===== config.mk =====
export PLATFORM = sky130hd
export DESIGN_NAME = ball_mover
export DESIGN_NICKNAME = d
export VERILOG_FILES = /design/src/rtl/ball_mover.sv
export SDC_FILE = /design/constraint.sdc
export NUM_CORES = 1
export LEC_CHECK = 0
export CORE_MARGIN = 2
export CORE_UTILIZATION = 40
export CTS_CLUSTER_SIZE = 25
export DETAILED_ROUTE_END_ITERATION = 16
export PLACE_DENSITY = 0.74
export SETUP_SLACK_MARGIN = 0.4
export SYNTH_ARGS = -nofsm -noshare
export SYNTH_HDL_FRONTEND = slang
export SYNTH_SLANG_ARGS = --single-unit

===== constraint.sdc =====
create_clock -name clock -period 2.99 [get_ports clock]
set_clock_uncertainty 0.1 [all_clocks]
set_input_delay 0.299 -clock clock [delete_from_list [all_inputs] [get_ports clock]]
set_output_delay 0.299 -clock clock [all_outputs]
set_load 0.1 [all_outputs]

===== src/rtl/ball_mover.sv =====
// Breakout ball motion: advances the ball one STEP per tick pulse, reflects it
// off the side and top walls, the paddle and bricks, and reports a ball lost
// through the bottom edge.
module ball_mover #(
  parameter int SCREEN_W  = 640,
  parameter int SCREEN_H  = 480,
  parameter int BALL_SIZE = 8,
  parameter int STEP      = 1,
  parameter int PADDLE_Y  = 448,
  parameter int PADDLE_W  = 64,
  parameter int X_INIT    = 316,
  parameter int Y_INIT    = 400
) (
  input  logic       clock,
  input  logic       reset,
  input  logic       tick,
  input  logic       launch,
  input  logic [9:0] paddle_x,
  input  logic       brick_hit,
  output logic [9:0] ball_x,
  output logic [9:0] ball_y,
  output logic       dir_x,
  output logic       dir_y,
  output logic       moving,
  output logic       lost
);

  typedef enum logic [1:0] {
    S_IDLE,
    S_MOVE,
    S_LOST
  } state_t;

  // All position arithmetic is done 11 bits wide so sums never wrap.
  localparam logic [10:0] C_STEP   = 11'(STEP);
  localparam logic [10:0] C_BALL   = 11'(BALL_SIZE);
  localparam logic [10:0] C_XMAX   = 11'(SCREEN_W - BALL_SIZE);
  localparam logic [10:0] C_YMAX   = 11'(SCREEN_H - BALL_SIZE);
  localparam logic [10:0] C_PADY   = 11'(PADDLE_Y);
  localparam logic [10:0] C_PADW   = 11'(PADDLE_W);
  localparam logic [9:0]  C_XMAX10 = 10'(SCREEN_W - BALL_SIZE);
  localparam logic [9:0]  C_PADTOP = 10'(PADDLE_Y - BALL_SIZE);
  localparam logic [9:0]  C_XINIT  = 10'(X_INIT);
  localparam logic [9:0]  C_YINIT  = 10'(Y_INIT);

  state_t      r_state, w_state_nx;
  logic [9:0]  r_x, r_y, w_x_nx, w_y_nx;
  logic        r_dx, r_dy, w_dx_nx, w_dy_nx;
  logic        r_pend, w_pend_nx;
  logic        r_lost, w_lost_nx;
  logic        r_moving;

  logic [10:0] w_x, w_y, w_px;
  logic [10:0] w_xp, w_xm, w_yp, w_ym, w_ybot, w_ybot_step;
  logic        w_overlap, w_dy_eff;

  assign w_x         = {1'b0, r_x};
  assign w_y         = {1'b0, r_y};
  assign w_px        = {1'b0, paddle_x};
  assign w_xp        = w_x + C_STEP;
  assign w_xm        = w_x - C_STEP;
  assign w_yp        = w_y + C_STEP;
  assign w_ym        = w_y - C_STEP;
  assign w_ybot      = w_y + C_BALL;
  assign w_ybot_step = w_ybot + C_STEP;
  assign w_overlap   = (w_x + C_BALL > w_px) && (w_x < w_px + C_PADW);
  // A pending or same-cycle brick hit flips vertical direction before the step.
  assign w_dy_eff    = r_dy ^ (r_pend | brick_hit);

  // State, position, direction and pulse registers.
  always_ff @(posedge clock or posedge reset) begin
    if (reset) begin
      r_state  <= S_IDLE;
      r_x      <= C_XINIT;
      r_y      <= C_YINIT;
      r_dx     <= 1'b1;
      r_dy     <= 1'b0;
      r_pend   <= 1'b0;
      r_lost   <= 1'b0;
      r_moving <= 1'b0;
    end else begin
      r_state  <= w_state_nx;
      r_x      <= w_x_nx;
      r_y      <= w_y_nx;
      r_dx     <= w_dx_nx;
      r_dy     <= w_dy_nx;
      r_pend   <= w_pend_nx;
      r_lost   <= w_lost_nx;
      r_moving <= (w_state_nx == S_MOVE);
    end
  end

  // Next-state, movement and reflection logic.
  always_comb begin
    w_state_nx = r_state;
    w_x_nx     = r_x;
    w_y_nx     = r_y;
    w_dx_nx    = r_dx;
    w_dy_nx    = r_dy;
    w_pend_nx  = r_pend;
    w_lost_nx  = 1'b0;
    unique case (r_state)
      S_IDLE: begin
        w_x_nx    = C_XINIT;
        w_y_nx    = C_YINIT;
        w_dx_nx   = 1'b1;
        w_dy_nx   = 1'b0;
        w_pend_nx = 1'b0;
        if (launch) w_state_nx = S_MOVE;
      end
      S_MOVE: begin
        if (!tick) begin
          if (brick_hit) w_pend_nx = 1'b1;
        end else begin
          w_pend_nx = 1'b0;
          w_dy_nx   = w_dy_eff;
          // Horizontal step with side-wall reflection.
          if (r_dx) begin
            if (w_xp >= C_XMAX) begin
              w_x_nx  = C_XMAX10;
              w_dx_nx = 1'b0;
            end else begin
              w_x_nx = w_xp[9:0];
            end
          end else if (w_x <= C_STEP) begin
            w_x_nx  = '0;
            w_dx_nx = 1'b1;
          end else begin
            w_x_nx = w_xm[9:0];
          end
          // Vertical step: top wall, paddle, bottom loss.
          if (!w_dy_eff) begin
            if (w_y <= C_STEP) begin
              w_y_nx  = '0;
              w_dy_nx = 1'b1;
            end else begin
              w_y_nx = w_ym[9:0];
            end
          end else if ((w_ybot <= C_PADY) && (w_ybot_step >= C_PADY) && w_overlap) begin
            w_y_nx  = C_PADTOP;
            w_dy_nx = 1'b0;
          end else if (w_yp >= C_YMAX) begin
            // Loss overrides the x step; the ball is parked at serve position.
            w_state_nx = S_LOST;
            w_lost_nx  = 1'b1;
            w_x_nx     = C_XINIT;
            w_y_nx     = C_YINIT;
            w_dx_nx    = 1'b1;
            w_dy_nx    = 1'b0;
          end else begin
            w_y_nx = w_yp[9:0];
          end
        end
      end
      S_LOST: begin
        w_state_nx = S_IDLE;
        w_x_nx     = C_XINIT;
        w_y_nx     = C_YINIT;
        w_dx_nx    = 1'b1;
        w_dy_nx    = 1'b0;
        w_pend_nx  = 1'b0;
      end
      default: begin
        w_state_nx = S_IDLE;
      end
    endcase
  end

  assign ball_x = r_x;
  assign ball_y = r_y;
  assign dir_x  = r_dx;
  assign dir_y  = r_dy;
  assign moving = r_moving;
  assign lost   = r_lost;

endmodule


# Yosys cells after proc, flatten, opt, wreduce, memory -nomap -nowiden
# Cells that the tools add are included.
# Widths: inputs -> output; s select.
[classes] n_addsub=8 order_cmp=8 n_eq_ne=5 n_mux=42 n_bitwise=2 reduce_logical=8
[op_table] cell="$mux 10" count=12
[op_table] cell="$pmux 10 s2" count=2
[op_table] cell="$add 10x1->11 const B" count=2
[op_table] cell="$add 10x4->11 const B" count=2
[op_table] cell="$ge 11x9->1 const B" count=2
[op_table] cell="$le 10x1->1 const B" count=2
[op_table] cell="$sub 10x1->10 const B" count=2
[op_table] cell="$mux 1" count=19
[op_table] cell="$add 10x7->11 const B" count=1
[op_table] cell="$add 11x1->11 const B" count=1
[op_table] cell="$ge 11x10->1 const B" count=1
[op_table] cell="$gt 11x10->1" count=1
[op_table] cell="$le 11x9->1 const B" count=1
[op_table] cell="$lt 10x11->1" count=1
[op_table] cell="$mux 2" count=5
[op_table] cell="$pmux 1 s2" count=3
[op_table] cell="$eq 2x1->1 const B" count=2
[op_table] cell="$pmux 2 s2" count=1
[op_table] cell="$reduce_and 2->1" count=2
[op_table] cell="$logic_and 1x1->1" count=3
[op_table] cell="$ne 3x3->1 const B" count=1
[op_table] cell="$eq 2x2->1 const B" count=1
[op_table] cell="$logic_not 2->1" count=1
[op_table] cell="$ne 2x2->1 const B" count=1
[op_table] cell="other kinds (4)" count=4
[totals] regBits=27 in_bits=15

# Longest topological paths before layout
# Gate-level depths: netlist (run 1).
[depth] word_depth=10 mapped_depth=13

# Worst setup path after synthesis (run 1)
# No wires, ideal clock.
[synth_path] kind="register -> register" startpoint="reg r_x[6], in the netlist ball_x[6]" endpoint="reg r_x[3], in the netlist ball_x[3]" setup_ns=0.060 arrival_ns=3.378 required_ns=2.830 slack_ns=-0.548 stages_incl_launch_ff=14 n_path_buf=2 cell_sequence="dfrtp_1 buf_2 nand3_1 nor3_1 xor2_1 ha_1 a211oi_1 o21a_1 nand3_1 o2111ai_1 nor3_2 buf_2 o311ai_0 o221a_2"
[synth_via] elab_chain_len=9
[synth_lines] element="from (decl)" line="47" source="logic [9:0] r_x, r_y, w_x_nx, w_y_nx;"
[synth_lines] element="from (signal assigned)" line="83" source="r_x <= w_x_nx;"
[synth_lines] element="$add 10x1->11" line="60" source="assign w_xp = w_x + C_STEP;"
[synth_lines] element="$ge 11x10->1" line="119" source="if (w_xp >= C_XMAX) begin"
[synth_lines] element="$mux 10" line="119"
[synth_lines] element="$mux 10" line="118" source="if (r_dx) begin"
[synth_lines] element="$mux 10" line="142" source="end else if (w_yp >= C_YMAX) begin"
[synth_lines] element="$mux 10" line="139" source="end else if ((w_ybot <= C_PADY) && (w_ybot_step >= C_PADY) && w_overlap) begin"
[synth_lines] element="$mux 10 (*)" line="132" source="if (!w_dy_eff) begin"
[synth_lines] element="$mux 10 (*)" line="112" source="if (!tick) begin"
[synth_lines] element="$pmux 10 s2 (*)" line="102" source="unique case (r_state)"
# Mark *: on every way between the ends. The rest lies on a longest branch, timed or not. The select of a mux whose other input is x is not followed.
# A chain may end at the register's enable or synchronous reset.

# Worst setup path in the final report (run 1)
[layout_path] startpoint="reg r_x[3], in the netlist ball_x[3]" endpoint="reg r_y[6], in the netlist ball_y[6]"
[layout_via] elab_chain_len=8
[layout_lines] element="$add 10x4->11" line="66" source="assign w_overlap = (w_x + C_BALL > w_px) && (w_x < w_px + C_PADW);"
[layout_lines] element="$gt 11x10->1" line="66"
[layout_lines] element="$logic_and 1x1->1 (*)" line="66"
[layout_lines] element="$logic_and 1x1->1 (*)" line="139"
[layout_lines] element="$mux 10 (*)" line="139"
[layout_lines] element="$mux 10 (*)" line="132"
[layout_lines] element="$mux 10 (*)" line="112"
[layout_lines] element="$pmux 10 s2 (*)" line="102"
[layout_lines] element="to (signal assigned)" line="84" source="r_y <= w_y_nx;"
[layout_lines] element="to (decl)" line="47"
# Marked as above.

==> results of run 1 <==
==> cell usage in the layout, fill, tap and decap left out, types with 6 or more instances in the layout <==
cell              n
ha_1             28
xnor2_1          16
dfstp_2           6
nand4_1           9
o21ai_0          15
nand2_1          30
dfrtp_2           9
nor3_1           15
dfrtp_1           9
buf_4            70
buf_6             7
a31oi_1           9
nor2_1           29
a21oi_1          25
clkdlybuf4s50_1  14
inv_1            23
nand3_1          12
==> area by class of cell <==
| cell class | count | area (um2) | share of cell area [%] |
|---|---|---|---|
| Timing Repair Buffer | 91 | 744 | 17.7 |
| Clock buffer | 3 | 41.3 | 0.984 |
| Tap cell | 99 | 124 | 2.95 |
| Inverter | 26 | 100 | 2.39 |
| Multi-Input combinational cell | 315 | 2470 | 58.9 |
| Sequential cell | 27 | 709 | 16.9 |
| Clock inverter | 1 | 5.00 | 0.119 |
==> timing repair <==
action,in CTS,in global routing
pin swaps,14,21
resized for setup,27,31
buffers inserted,0,2
cloned,2,0
hold buffers,0,0
setup endpoints to repair,25,26
==> critical path, cell delays in order, from the launching register on <==
cell	delay (ps)
dfstp_4	680
ha_4	170
nand3_4	80
xnor2_2	130
ha_1	310
nand4_1	190
o32ai_2	290
nand2_1	90
o2111ai_2	120
buf_4	160
nor3_4	40
buf_6	150
buf_4	150
nor4_2	300
a2bb2oi_2	170
==> worst max path at each step <==
stage	from	endpoint	slack, ps	cells past startpoint
after floorplan	ball_x[5]	ball_x[3]	-220	12
after global placement	paddle_x[6]	ball_x[6]	-210	11
after detailed placement	paddle_x[6]	ball_x[6]	-320	11
after CTS	ball_x[3]	ball_y[6]	-110	13
after global routing	ball_x[3]	ball_y[6]	-370	14
final	ball_x[3]	ball_y[6]	-210	14
==> registers in the layout (all words and copies together) (netlist names) <==
name and count:
dir_x 1, ball_y 10, r_pend 1, moving 1, r_state 2, lost 1, ball_x 10, dir_y 1
==> logic make-up (layout without fill, tap and decap cells) <==
kind of cell             count (synthesis)  after routing  synth area share, %
adder cells (fa/ha/maj)                 29             29                 11.8
XOR/XNOR                                21             21                 5.97
flip-flops                              27             27                 22.3
AO/OA/AOI/OAI                          116            117                 26.7
multiplexers                             2              2                0.650
AND/OR/NAND/NOR                        146            146                 25.0
buffers and inverters                   51            121                 7.60
==> layer usage <==
layer | vias up | share of wire, %
met5 | - | 0
met4 | 0 | 3.2
met3 | 39 | 6.6
met2 | 180 | 49
met1 | 1658 | 41
li1 | 1628 | -
==> power groups by stage <==
stage | logic, mW | registers (mW) | clock network [mW]
after global placement | 2.88 | 0.811 | 0
after floorplan | 1.45 | 1.51 | 0
after CTS | 3.04 | 0.827 | 0.219
after global routing | 3.46 | 0.866 | 0.238
after detailed placement | 2.91 | 0.819 | 0
final | 3.25 | 0.846 | 0.216
==> out/qor.yml, run 1 <==
rr_endpoint: "ball_y[6]"
synth_edf_count: 0
yosysUniqueCellTypes: 73
start_util_pct: 41.8
stdcell_count: 562
worst-setup-path-type: "reg2reg"
syn_avg_cell_area_um2: 7.86
setup_slack_ps: -211
p_int_mw: 1.79
p_comb_share_pct: 75.4
grt_pass1_wl_um: 16000
rsz0062_at_grt: "true"
synth_commonest_cells: "nor2_1, nand2_1, ha_1"
yosysWarnings: 0
cp_data_required_time_ps: 3100
dieHeight_um: 91.7
cts_buffers: 3
cp-start-kind: "flip-flop"
syn_nets: 436
synth_ff_type: "dfrtp_1"
grt_use_met3_pct: 1.89
drtIter0Drc: 235
maxCapViolCount: 0
switching_share_pct: 58.5
place_hpwl_um: 7230
holdWs_ps: 265
rows: 31
clock_power_share_pct: 5.0
clk_pin_slew_worst_paths_ps: 100
seqPwrFrac_pct: 19.6
vias: 3505
grt_pass1_vias: 3341
use_met1_pct: 29.5
clock_latency_ps: 280
crit_path_end_kind: "flip-flop"
synth_top_area_cell: "dfrtp_1"
status: "complete, but fails checks"
seq_area_frac_synth_pct: 22.3
ios: 39
yosysMostFrequentCell: "nor2_1"
io_buffers: 38
grt_busiest_layer: "met2"
pwr_density_cell_nw_per_um2: 1030
path_max_fanout: 5
synth_seq_cells: 27
core_area_um2: 7370
use_met2_pct: 40.7
synth_area_leaders: "dfrtp_1, ha_1, dfstp_2, xnor2_1, a21oi_1"
fin_crit_sh_pct: 107
r2r_start: "ball_x[3]"
synthCells: 392
cts_root_buf: "clkbuf_8"
post-place-ws_ps: -316
hold_class: "in2async"
clock_path_buffers: 2
ant_nets: 0
n_fill_cell: 687
place_area_um2: 3810
yosysTopAreaCellShare_pct: 14.6
viasPerCell: 6.24
regToRegSetupSlack_ps: -210
total_power_mw: 4.31
die_w_um: 91.7
failed_checks: "negative setup slack"
syn-cell-area_um2: 3080
fin_area_um2: 4200
routedWlPerCell_um: 17.9
leakage_nw: 1.72
switching_power_mw: 2.52
design.die.area_um2: 8420
fmax_ghz: 0.312
fin_nets: 508
async_flop_share_pct: 100
finalHoldViolCount: 0
period_minus_slack_ps: 3200
slew_headroom_pct: 60.4
maxSlewViolCount: 0
utilization_pct: 56.9
grt_max_degree: 28
synthToLayoutAreaGrowth_pct: 36.3
finalSetupViolCount: 20
worst_r2r_path_depth: 14
ctsHtreeMaxLevel: 1
drc: 0
antennaDiodeCount: 0
grt_overflow: 0
place_congestion: 0.899
fin_tns_setup_ps: -1720
peakVddDrop_mv: 0.837
cts_tree: "built"
cp_data_arrival_time_ps: 3310
totalWireLength_um: 10000
grtUsageTotal_pct: 23.0
cts_num_sinks: 27
dpl.cell_count: 554
antenna_found_initial: 0
worst_pin_slew_ps: 593
drive_gt1_share_pct: 31.5
drt-pass1-iter-count: 5
(Power assumes the default switching activity.)
==> run 2, diff against run 1 <==
- PLACE_DENSITY: 0.74 -> 0.72
- clock period: 2.99 -> 4.09 ns (I/O delays scaled with it)
==> out/qor.yml, run 2 (same netlist as run 1, synthesis figures left out) <==
antenna_found_initial: 0  # unchanged
io_buffers: 38  # unchanged
synthToLayoutAreaGrowth_pct: 14.1  # was 36.3%
cpMaxStageDelayCell: "dfstp_2"  # was dfstp_4
start_util_pct: 41.8  # unchanged
place_hpwl_um: 6500  # was 7230 um
clk_pin_slew_worst_paths_ps: 110  # was 100 ps
cts_tree: "built"  # unchanged
grt_max_degree: 23  # was 28
r2r_start: "ball_x[3]"  # unchanged
rows: 31  # unchanged
ctsHtreeMaxLevel: 1  # unchanged
drtIter0Drc: 237  # was 235
drive_gt1_share_pct: 6.57  # was 31.5%
finalSetupViolCount: 0  # was 20
final_common_cell: "clkdlybuf4s50_1"  # was buf_4
clock_latency_ps: 290  # was 280 ps
die_w_um: 91.7  # unchanged
fin_crit_sh_pct: 82.1  # was 107%
holdWs_ps: 411  # was 265 ps
cpPeakStageDelay_ps: 680  # about the same
maxCapViolCount: 0  # unchanged
layout_common_cells: "clkdlybuf4s50_1, nor2_1, nand2_1, ha_1"  # was buf_4, nand2_1, nor2_1, ha_1, a21oi_1
worst-setup-path-type: "reg2reg"  # unchanged
total_power_mw: 2.74  # was 4.31 mW
grtUsageTotal_pct: 20.7  # was 23.0%
worst_r2r_path_depth: 12  # was 14
cts_num_sinks: 27  # unchanged
place_congestion: 0.956  # was 0.899
totalWireLength_um: 8670  # was 10000 um
worst_pin_slew_ps: 977  # was 593 ps
pwr_density_cell_nw_per_um2: 779  # was 1030 nW/um2
viasPerCell: 6.16  # was 6.24
maxSlewViolCount: 0  # unchanged
cp_data_required_time_ps: 4210  # was 3100 ps
cts_buffers: 3  # unchanged
path_max_fanout: 15  # was 5
core_area_um2: 7370  # unchanged
path_depth: 12  # was 14
rr_endpoint: "ball_y[6]"  # unchanged
leakage_nw: 1.40  # was 1.72 nW
regToRegSetupSlack_ps: 730  # was -210 ps
startpoint: "ball_x[3]"  # unchanged
antennaDiodeCount: 0  # unchanged
cts_hold_buf: 0  # unchanged
status: "finished clean"  # was complete, but fails checks
rsz0062_at_grt: "false"  # was true
grt_overflow: 0  # unchanged
grt_pass1_wl_um: 14400  # was 16000 um
clock_path_buffers: 2  # unchanged
drc: 0  # unchanged
dpl.cell_count: 506  # was 554
vias: 3143  # was 3505
ios: 39  # unchanged
cp-start-kind: "flip-flop"  # unchanged
fin_tns_setup_ps: 0  # was -1720 ps
cp.buffers_inverters: 2  # was 3
grt_pass1_vias: 2995  # was 3341
cp_data_arrival_time_ps: 3480  # was 3310 ps
n_fill_cell: 720  # was 687
ant_nets: 0  # unchanged
hold_class: "reg2reg"  # was in2async
drt-pass1-iter-count: 5  # unchanged
path_delay_family: "simple AND/OR/NAND/NOR gates"  # unchanged
finalHoldViolCount: 0  # unchanged
peakVddDrop_mv: 0.569  # was 0.837 mV
routedWlPerCell_um: 17.0  # was 17.9 um
stdcell_count: 510  # was 562
endpoint: "ball_y[6]"  # unchanged
fin_nets: 456  # was 508
fmax_ghz: 0.298  # was 0.312 GHz
design.die.area_um2: 8420  # unchanged
cts_setup_buffers: 0  # unchanged
crit_chain: "inv_1, nor3_1, xor2_1, ha_1, a211oi_1, o21a_1, nand3_1, o2111ai_1, nor3_2, buf_4, or4_1, a2bb2oi_1"  # was ha_4, nand3_4, xnor2_2, ha_1, nand4_1, o32ai_2, nand2_1, o2111ai_2, buf_4, nor3_4, buf_6, buf_4, nor4_2, a2bb2oi_2
place_area_um2: 3460  # was 3810 um2
cts_resized: 0  # was 27
slew_headroom_pct: 34.6  # was 60.4%
cts_root_buf: "clkbuf_8"  # unchanged
period_minus_slack_ps: 3360  # was 3200 ps
fin_area_um2: 3510  # was 4200 um2
dieHeight_um: 91.7  # unchanged
crit_path_end_kind: "flip-flop"  # unchanged
-- run 2: cell types whose count changed in the layout (fill, tap and decap cells not counted), moves of 6 or more --
cell	before	now
nor3_1	15	21
clkdlybuf4s50_1	14	38
dfrtp_1	9	18
buf_6	7	0
dfrtp_2	9	0
buf_4	70	2
-- run 2: cell type report --
type | count | area (um2) | area share [%]
well taps | 99 | 124 | 3.53
clock inverters | 1 | 8.76 | 0.249
inverters | 26 | 97.6 | 2.78
flip-flops and latches | 27 | 687 | 19.6
clock buffers | 3 | 41.3 | 1.18
repair buffers | 40 | 395 | 11.3
multi-input cells | 314 | 2160 | 61.5
-- run 2: per-stage QoR --
step           utilization, %  worst slack, ps
6_report                 47.7              733
5_1_grt                  47.7              423
4_1_cts                  47.7              710
3_5_place_dp             47.0              740
3_3_place_gp             47.0              805
2_1_floorplan               -              552
-- run 2: routing by layer --
layer	vias to the layer above	share of wire, %	global-route usage (%)
met4	0	2.1	7.46
met1	1485	44	26.7
met2	131	48	35.8
li1	1506	-	-
met5	-	0	0
met3	21	5.5	1.97
-- run 2: worst min path at each step --
stage,startpoint,slack (ps),end,cells past startpoint
global route,r_state[1],430,r_state[0],1
finish,r_pend,410,r_pend,2
global placement,r_pend,380,r_pend,2
floorplan,reset,360,ball_x[0],1
CTS,r_pend,420,r_pend,2
detailed placement,r_pend,390,r_pend,2
-- run 2: power by group --
group | internal (mW) | total, mW | switching [mW]
logic | 0.616 | 1.92 | 1.30
clock network | 0.0719 | 0.172 | 0.0997
registers | 0.384 | 0.643 | 0.259
-- run 2: worst min-delay path, stage by stage, from the launching register on --
cell and delay [ps]:
dfrtp_1 360, a21oi_1 40, nor2_1 80
